===== config.mk =====
export PLATFORM = sky130hd
export DESIGN_NAME = stack_unit
export DESIGN_NICKNAME = d
export VERILOG_FILES = /design/src/rtl/stack_unit_pkg.sv /design/src/rtl/stack_unit_mem.sv /design/src/rtl/stack_unit.sv
export SDC_FILE = /design/constraint.sdc
export NUM_CORES = 1
export LEC_CHECK = 0
export CAP_MARGIN = 15
export CORE_ASPECT_RATIO = 1.25
export CORE_UTILIZATION = 35
export CTS_CLUSTER_SIZE = 12
export DETAILED_ROUTE_END_ITERATION = 8
export DONT_BUFFER_PORTS = 1
export PLACE_DENSITY = 0.46
export SYNTH_ARGS = -nofsm -noshare
export SYNTH_HDL_FRONTEND = slang
export SYNTH_HIERARCHICAL = 1
export SYNTH_SLANG_ARGS = --single-unit

===== constraint.sdc =====
create_clock -name clk -period 8 [get_ports clk]
set_clock_uncertainty 0.05 [all_clocks]
set_input_delay 1.6 -clock clk [delete_from_list [all_inputs] [get_ports clk]]
set_output_delay 1.6 -clock clk [all_outputs]
set_load 0.02 [all_outputs]

===== src/rtl/stack_unit_pkg.sv =====
// Shared defaults, derived pointer width and the operation codes decoded
// from the push/pop inputs by the stack controller.
package stack_unit_pkg;

    localparam int WIDTH_DEF = 8;
    localparam int DEPTH_DEF = 8;
    localparam int PTR_W     = $clog2(DEPTH_DEF);
    localparam int CNT_W     = PTR_W + 1;

    typedef enum logic [2:0] {
        OP_IDLE    = 3'b000,
        OP_PUSH    = 3'b100,
        OP_POP     = 3'b101,
        OP_REPLACE = 3'b110
    } op_e;

endpackage


===== src/rtl/stack_unit_mem.sv =====
// Stack storage: one synchronous write port and two asynchronous read ports.
// Deliberately has no reset; contents are don't-care until written.
module stack_mem #(
    parameter int WIDTH = 8,
    parameter int AW    = 3
) (
    input  logic             clk,
    input  logic             we,
    input  logic [AW-1:0]    waddr,
    input  logic [WIDTH-1:0] wdata,
    input  logic [AW-1:0]    raddr_a,
    output logic [WIDTH-1:0] rdata_a,
    input  logic [AW-1:0]    raddr_b,
    output logic [WIDTH-1:0] rdata_b
);

    logic [WIDTH-1:0] mem [0:(1<<AW)-1];

    always_ff @(posedge clk) begin
        if (we) begin
            mem[waddr] <= wdata;
        end
    end

    assign rdata_a = mem[raddr_a];
    assign rdata_b = mem[raddr_b];

endmodule


===== src/rtl/stack_unit.sv =====
// LIFO stack controller: stack pointer, registered dout, sticky overflow and
// underflow flags; storage lives in stack_mem.
module stack_unit
    import stack_unit_pkg::*;
#(
    parameter int WIDTH = WIDTH_DEF,
    parameter int DEPTH = DEPTH_DEF
) (
    input  logic                   clk,
    input  logic                   rst,
    input  logic                   push,
    input  logic                   pop,
    input  logic                   tos,
    input  logic [WIDTH-1:0]       din,
    output logic [WIDTH-1:0]       top,
    output logic [WIDTH-1:0]       dout,
    output logic [$clog2(DEPTH):0] count,
    output logic                   empty,
    output logic                   full,
    output logic                   ovf,
    output logic                   unf
);

    localparam int AW = $clog2(DEPTH);
    localparam int CW = AW + 1;

    logic [CW-1:0]    sp;
    logic [CW-1:0]    sp_m1;
    op_e              op;
    logic             we;
    logic [AW-1:0]    waddr;
    logic [WIDTH-1:0] top_data;
    logic [WIDTH-1:0] unused_next_data;

    assign sp_m1 = sp - CW'(1);
    assign empty = (sp == '0);
    assign full  = (sp == CW'(DEPTH));
    assign top   = empty ? '0 : top_data;
    assign count = sp;

    always_comb begin
        op = OP_IDLE;
        if (push && pop) begin
            op = OP_REPLACE;
        end else if (push) begin
            op = OP_PUSH;
        end else if (pop) begin
            op = OP_POP;
        end
    end

    // A replace on a non-empty stack overwrites the top; a replace on an
    // empty stack degrades to an ordinary push at slot 0.
    always_comb begin
        we    = 1'b0;
        waddr = sp[AW-1:0];
        if (op == OP_PUSH && !full) begin
            we = 1'b1;
        end else if (op == OP_REPLACE) begin
            we = 1'b1;
            if (!empty) begin
                waddr = sp_m1[AW-1:0];
            end
        end
    end

    always_ff @(posedge clk or negedge rst) begin
        if (!rst) begin
            sp   <= '0;
            dout <= '0;
            ovf  <= 1'b0;
            unf  <= 1'b0;
        end else begin
            case (op)
                OP_PUSH: begin
                    if (full) begin
                        ovf <= 1'b1;
                    end else begin
                        sp <= sp + CW'(1);
                    end
                    if (tos) begin
                        dout <= top;
                    end
                end
                OP_POP: begin
                    if (empty) begin
                        unf <= 1'b1;
                    end else begin
                        dout <= top;
                        sp   <= sp_m1;
                    end
                end
                OP_REPLACE: begin
                    if (empty) begin
                        sp  <= sp + CW'(1);
                        unf <= 1'b1;
                        if (tos) begin
                            dout <= top;
                        end
                    end else begin
                        dout <= top;
                    end
                end
                default: begin
                    if (tos) begin
                        dout <= top;
                    end
                end
            endcase
        end
    end

    // The mem[sp] read port is kept for future lookahead use.
    stack_mem #(
        .WIDTH (WIDTH),
        .AW    (AW)
    ) u_mem (
        .clk     (clk),
        .we      (we),
        .waddr   (waddr),
        .wdata   (din),
        .raddr_a (sp_m1[AW-1:0]),
        .rdata_a (top_data),
        .raddr_b (sp[AW-1:0]),
        .rdata_b (unused_next_data)
    );

endmodule


==> Word-level counts from Yosys, hierarchy flattened <==
Memories as Yosys holds them, arrays and structs flattened.
Index checks and enable logic that the tools add are counted.
{ "totals": {"register_bits": 14, "ram_bits": 64, "input_bits": 13, "output_inout_bits": 24, "wordCells": 42, "n_memories": 1} }
{ "mem_list": {"columns": ["name", "depth", "width", "rd", "rd_clocked_by_memory_dff", "write_ports", "line", "source"], "rows": [
  ["u_mem.mem", 8, 8, 1, 0, 1, "stack_unit_mem.sv:17", "logic [WIDTH-1:0] mem [0:(1<<AW)-1];"]
]} }
{ "op_classes": {"add_sub_neg": 2, "eq_ne": 7, "mux": 19, "n_reduce_logical": 9} }
{ "op_table": {"columns": ["op", "count"], "rows": [
  ["$mux W8", 4],
  ["$mux W3", 6],
  ["$pmux W8 S2", 1],
  ["$mux W4", 3],
  ["$pmux W4 S3", 1],
  ["$eq A3 B3 Y1 const B", 3],
  ["$ne A2 B2 Y1 const B", 3],
  ["$add A4 B1 Y4 const B", 1],
  ["$eq A4 B4 Y1 const B", 1],
  ["$logic_not A4 Y1", 1],
  ["$mux W1", 4],
  ["$reduce_and A2 Y1", 2],
  ["$reduce_and A4 Y1", 1],
  ["$sub A4 B1 Y4 const B", 1],
  ["$reduce_bool A3 Y1", 1],
  ["$logic_and A1 B1 Y1", 2],
  ["$reduce_or A2 Y1", 1],
  ["$logic_not A1 Y1", 1]
]} }

==> Depth between registers and ports, before layout <==
Gate-level depths: netlist (run 1).
{ "logic_depth": {"ltp_word": 8, "ltp_mapped": 11, "ltp_nobuf": 8} }

==> Hierarchy <==
The synthesis (run 1) kept the hierarchy.
{ "modules_own_cells": {"columns": ["module", "instances", "cells_each", "area_each_um2", "seq_area_each_um2"], "rows": [
  ["stack_mem", 1, 135, 3078.0, 1921.8],
  ["stack_unit", 1, 103, 928.4, 350.3]
]} }

==> Worst setup path after synthesis (run 1) <==
OpenSTA, ideal clock, no wires.
{ "synth_timing": {"path_kind": "flip-flop to output port", "from": "register sp[0], in the netlist count[0]", "to": "output port top[1]", "arrival_ns": 2.373, "required_time_ns": 6.350, "setup_slack_ns": 3.977, "stages_incl_launch_ff": 10, "n_path_buf": 3, "path_cell_list": "dfrtp_1 > inv_1 > ha_1 > buf_4 > xor2_1 > clkbuf_1 > buf_2 > mux4_2 > mux2_2 > and2_1"} }
{ "synth_via": {"elab_chain_cells": 3, "elab_cells_between_ends": 4, "classes_between": "add/sub (1); mux (1); reduce/logical (1); memory (1)"} }
{ "synth_rtl": {"columns": ["element", "line", "source"], "rows": [
  ["start: declaration", "stack_unit.sv:27", "logic [CW-1:0] sp;"],
  ["start signal: assignment", "stack_unit.sv:79", "sp <= sp + CW'(1);"],
  ["start signal: assignment", "stack_unit.sv:90", "sp <= sp_m1;"],
  ["start signal: assignment", "stack_unit.sv:95", "sp <= sp + CW'(1);"],
  ["$sub A4 B1 Y4", "stack_unit.sv:35", "assign sp_m1 = sp - CW'(1);"],
  ["via sp_m1[0]", "stack_unit.sv:28", "logic [CW-1:0] sp_m1;"],
  ["$mem_v2 Z8 W8", null, null],
  ["via top_data[1]", "stack_unit.sv:32", "logic [WIDTH-1:0] top_data;"],
  ["$mux W8", "stack_unit.sv:38", "assign top = empty ? '0 : top_data;"],
  ["end: declaration", "stack_unit.sv:15", "output logic [WIDTH-1:0] top,"]
]} }
The timed path passes the listed nets, and every way through them passes these cells.

==> Final worst setup path (run 1) <==
{ "layout_timing": {"from": "register sp[0], in the netlist count[0]", "to": "output port top[5]"} }
The elaborated chain is that of the path after synthesis.

==> summary.txt, run 1 <==
Logic synthesis
  • Post-Synthesis Cell Area: 0.003456 sq mm
  • Synth Area per Inst: 16.53 sq um
  • YS warnings: 6
  • Mapped Cells: 209
  • Post-Syn Nets: 224

Layout
  • P&R area growth vs syn: 10.75%
  • Fraction of final layout cells sized beyond drive strength 1: 0.1528
  • Layout fillers: 904
  • Fin cells: 342
  • Layout Nets: 226
  • Diodes inserted: 0

Global routing
  • Gr busiest metal: met2
  • Vias in the first global route: 1910
  • Pin count of the biggest net entering global routing: 19
  • Global route overflow: 0
  • Wire length of the first global-routing pass: 11170 um
  • Gr usage total: 0.1505
  • Grt met2 use: 0.2753
  • GR Util met1: 0.1615
  • Initial antenna violation count: 0
  • Met3 Use GR: 0.04167

Clocking
  • CTS tree: yes
  • Worst-path clk slew: 60 ps
  • # hold bufs at CTS: 0
  • CTS max path bufs: 2
  • CTS Sinks: 78
  • H-tree depth: 3
  • Clk root buf: clkbuf_16
  • Clk_lat worst skew: 320 ps
  • TritonCTS Buffers: 9
  • Setup Fix Bufs, Post-CTS: 0
  • Post-CTS Resized: 0

Placement
  • Cells after DPL: 326
  • DPL Wire Length: 4749 um
  • Port Buffers: 0
  • GPL Wtd Cong: 0.7145

STA
  • Final setup viols: 0
  • FMAX: 203.0 MHz
  • Final Max Tran Viols: 0
  • Rel. slew slack: 0.2895
  • Min Clock Period, post-route: 4927 ps
  • Tcrit/Tclk final: 0.6158
  • Unrepaired setup endpoints after global routing: false
  • TNS Setup: 0 ps
  • Worst-Margin Slew: 1062 ps
  • Hold Vio Cnt, Final: 0

Min path
  • Hold WC Path Type: reg -> reg
  • WHS Path Cells: 1

Floorplanning
  • Die footprint: 0.01028 sq mm
  • Chip Height: 113.1 um
  • Ports: 37
  • Die width: 90.88 um
  • Initial Utilization: 0.3596
  • Site Rows: 40
  • Core area: 0.009609 sq mm

Critical path
  • Req. time, crit path: 6350 ps
  • R2R depth: 7
  • CP arrival: 3280 ps
  • Crit Path Class: reg -> out
  • Crit Path Max Fanout: 18
  • Crit end category: primary output
  • CP Launch Type: register

Drt
  • Via count: 1804
  • Iter 0 DRT Violations: 90
  • DR WL/cell: 20.89 um
  • DRC viols: 0
  • Antenna-violating nets left: 0
  • Routed WL: 7145 um
  • DR vias/cell: 5.275
  • First-pass detailed-route iteration total: 4

Flow run
  • # Max-Cap Violations: 0

Power and ir drop
  • Peak VDD IR: 0.1254 mV
  • Total power: 1679 uW
  • Power per cell area: 438.6 mW/mm^2
  • Lkg Pwr: 0.001325 uW

Run status
  • Status: complete, no violations
==> through the flow <==
step | utilization | cell area, sq um | hold slack, ps | setup WS, ps
final | 0.3983 | 3827 | 567.4 | 3073
after global routing | 0.3983 | 3827 | 592.0 | 2849
after CTS | 0.3983 | 3827 | 572.6 | 3012
after detailed placement | 0.3686 | 3542 | 559.7 | 3379
after global placement | 0.3686 | 3542 | 563.6 | 3449
after floorplan | - | 3456 | 540.9 | 4015
==> cells in the final DEF (no fill, tap or decap), types with 2 or more instances in the layout <==
| cell | instances |
|---|---|
| nor3_1 | 3 |
| o21ai_0 | 3 |
| nand2_1 | 17 |
| nor2b_1 | 2 |
| xor2_1 | 2 |
| nand3b_1 | 2 |
| a21oi_1 | 11 |
| clkbuf_1 | 3 |
| a32oi_1 | 2 |
| mux4_1 | 14 |
| nand2b_1 | 4 |
| edfxtp_1 | 64 |
| o221ai_1 | 6 |
| xnor2_1 | 3 |
| ha_1 | 2 |
| clkinv_2 | 2 |
| clkbuf_16 | 9 |
| buf_4 | 3 |
| mux4_2 | 2 |
| mux2_2 | 8 |
| and2_1 | 6 |
| nor2_1 | 6 |
| and2_4 | 3 |
| dfrtp_1 | 14 |
| inv_1 | 6 |
==> worst paths after layout <==
kind | from | endpoint | slack, ps
max | count[0] | top[5] | 3070
min | ovf | ovf | 570
max reg2reg | count[0] | u_mem/mem[2][6] | 3640
min reg2reg | ovf | ovf | 570
max in group asynchronous | rst | dout[6] | 6910
min in group asynchronous | rst | count[3] | 920
==> layout make-up <==
| class | instances | area (sq um) | area share |
|---|---|---|---|
| sequential | 78 | 2272 | 0.5937 |
| multi-input combinational | 113 | 1067 | 0.2788 |
| clock buffer | 12 | 236.5 | 0.06178 |
| tap | 126 | 157.7 | 0.04119 |
| clock inverter | 4 | 48.80 | 0.01275 |
| timing repair buffer | 3 | 22.52 | 0.005884 |
| inverter | 6 | 22.52 | 0.005884 |
==> routing by layer <==
| metal | share of wire | up-vias |
|---|---|---|
| met3 | 0.053 | 5 |
| met2 | 0.54 | 48 |
| li1 | - | 825 |
| met1 | 0.39 | 926 |
| met4 | 0.015 | 0 |
| met5 | 0 | - |
==> flip-flops by register name, indices dropped and copies added (netlist names) <==
register and flops:
dout 8, ovf 1, unf 1, u_mem/mem 64
count 4
==> power by group <==
part,total [uW],internal [uW],switching [uW]
combinational,651,272,379
sequential,637,538,99.4
clock,390,241,149
==> worst max-delay path: stages, from the launching register on <==
cell and delay, ps:
dfrtp_1 500, inv_1 710, ha_1 450, xor2_1 170, buf_4 260, mux4_1 330, mux2_2 300, and2_1 240
Note: power is estimated with default switching activity, not from simulation.
==> run 2: changes to the inputs <==
- clock period: 8 -> 4.7 ns (I/O delays scaled with it)
==> summary.txt, run 2 (synthesis gave the netlist of run 1 again) <==
Critical path
  • Crit. Startpoint: count[0]
  • CP arrival: 2900 ps (-380 ps)
  • Req. time, crit path: 3710 ps (-2640 ps)
  • Reg-to-Reg End: u_mem/mem[3][5]
  • RR Startpoint: count[0]
  • Crit Path Class: reg -> out
  • Crit end category: primary output
  • CP Launch Type: register
  • R2R depth: 8 (+1)
  • Crit Path Max Fanout: 18 (unchanged)
  • Flop2flop setup slack: 1000 ps (-2640 ps)

Drt
  • Iter 0 DRT Violations: 100 (+11%)
  • DR WL/cell: 18.67 um (-11%)
  • Antenna-violating nets left: 0 (unchanged)
  • DR vias/cell: 5.187 (-1.7%)
  • Routed WL: 6404 um (-10%)
  • DRC viols: 0 (unchanged)
  • First-pass detailed-route iteration total: 6 (+2)
  • Via count: 1779 (-1.4%)

Floorplanning
  • Die width: 90.88 um (unchanged)
  • Die footprint: 0.01028 sq mm (unchanged)
  • Initial Utilization: 0.3596 (unchanged)
  • Ports: 37 (unchanged)
  • Chip Height: 113.1 um (unchanged)
  • Core area: 0.009609 sq mm (unchanged)
  • Site Rows: 40 (unchanged)

Layout
  • Biggest register: u_mem/mem
  • P&R area growth vs syn: 10.90%
  • Final Util: 0.3988 (+0.0005210)
  • Most frequent cells in the layout: edfxtp_1 (64), nand2_1 (17), dfrtp_1 (14), mux4_1 (14), a21oi_1 (11)
  • Max reg flops: 64 (unchanged)
  • Diodes inserted: 0 (unchanged)
  • Commonest non-fill, non-tap cell in the layout: edfxtp_1
  • Fraction of final layout cells sized beyond drive strength 1: 0.1705 (+0.01773)
  • Layout Nets: 227 (+0.44%)

Placement
  • Port Buffers: 0 (unchanged)
  • DPL Wire Length: 4619 um (-2.7%)
  • GPL Wtd Cong: 0.7567 (+5.9%)
  • DP Worst Slack: 927.1 ps (-2452 ps)

Clocking
  • TritonCTS Buffers: 9 (unchanged)
  • Setup Fix Bufs, Post-CTS: 0 (unchanged)
  • # hold bufs at CTS: 0 (unchanged)
  • CTS Sinks: 78 (unchanged)
  • Clk_lat worst skew: 340 ps (+20 ps)
  • Post-CTS Resized: 0 (unchanged)
  • H-tree depth: 3 (unchanged)
  • CTS tree: yes
  • Clk root buf: clkbuf_16
  • Worst-path clk slew: 60 ps (about the same)
  • CTS max path bufs: 2 (unchanged)

STA
  • Unrepaired setup endpoints after global routing: false
  • Min Clock Period, post-route: 3893 ps
  • Tcrit/Tclk final: 0.8284
  • Final setup viols: 0 (unchanged)
  • Worst-Margin Slew: 763.0 ps (-298.9 ps)
  • Hold Vio Cnt, Final: 0 (unchanged)
  • FMAX: 256.9 MHz
  • Rel. slew slack: 0.4895 (+0.2000)
  • Setup ws final: 806.7 ps (-2267 ps)
  • TNS Setup: 0 ps (unchanged)
  • Final Max Tran Viols: 0 (unchanged)

Global routing
  • Global route overflow: 0 (unchanged)
  • Pin count of the biggest net entering global routing: 19 (unchanged)
  • Vias in the first global route: 1890 (-1.0%)
  • Initial antenna violation count: 0 (unchanged)
  • Wire length of the first global-routing pass: 10230 um (-8.4%)
  • Gr usage total: 0.1379 (-0.01255)

Power and ir drop
  • Peak VDD IR: 0.2278 mV (+82%)
  • Lkg Pwr: 0.001323 uW (-0.10%)
  • Power per cell area: 734.3 mW/mm^2 (+67%)

Min path
  • Hold WC Path Type: in -> async

Run status
  • Status: complete, no violations

Flow run
  • # Max-Cap Violations: 0 (unchanged)
==> run 2: power breakdown <==
part | switching (uW) | internal, uW | leakage [uW] | total (uW)
registers | 170 | 914 | 0.000744 | 1080
logic | 614 | 468 | 0.000445 | 1080
clock network | 283 | 364 | 0.000134 | 648
==> run 2: stage by stage <==
step	total power, uW	hold WS (ps)	std cells	area (sq um)
2_1_floorplan	2012	540.9	209	3456
3_3_place_gp	2172	561.8	327	3550
3_5_place_dp	2195	571.9	327	3550
4_1_cts	2850	229.2	343	3832
5_1_grt	2984	227.0	343	3832
6_report	2814	240.6	343	3832
==> run 2: routing by layer <==
metal	global-route usage	up-vias	part of all wire	wire (um)
li1	-	834	-	-
met1	0.1464	876	0.40	2575
met2	0.2414	58	0.51	3254
met3	0.04570	11	0.064	408
met4	0.07619	0	0.026	165
met5	0	-	0	0
==> run 2: critical path, cell delays in order (launching register included) <==
cell     delay, ps
dfrtp_1        510
inv_1          100
buf_4          290
ha_1           350
xor2_1         180
buf_4          260
mux4_1         350
mux2_2         280
and2_1         230
==> run 2: final cells by class <==
cell class,instances,area [sq um]
fillers,897,5777
clock buffers,9,225.2
clock inverters,7,57.56
well taps,126,157.7
flip-flops and latches,78,2272
inverters,6,22.52
multi-input cells,113,1067
repair buffers,4,30.03
==> run 2: how the worst max path moves through the flow <==
stage | slack [ps] | end | cells after the start
floorplan | 1370 | top[1] | 9
global placement | 1040 | u_mem/mem[3][1] | 8
detailed placement | 930 | u_mem/mem[3][1] | 8
CTS | 750 | top[1] | 8
global route | 590 | top[1] | 8
finish | 810 | top[1] | 8
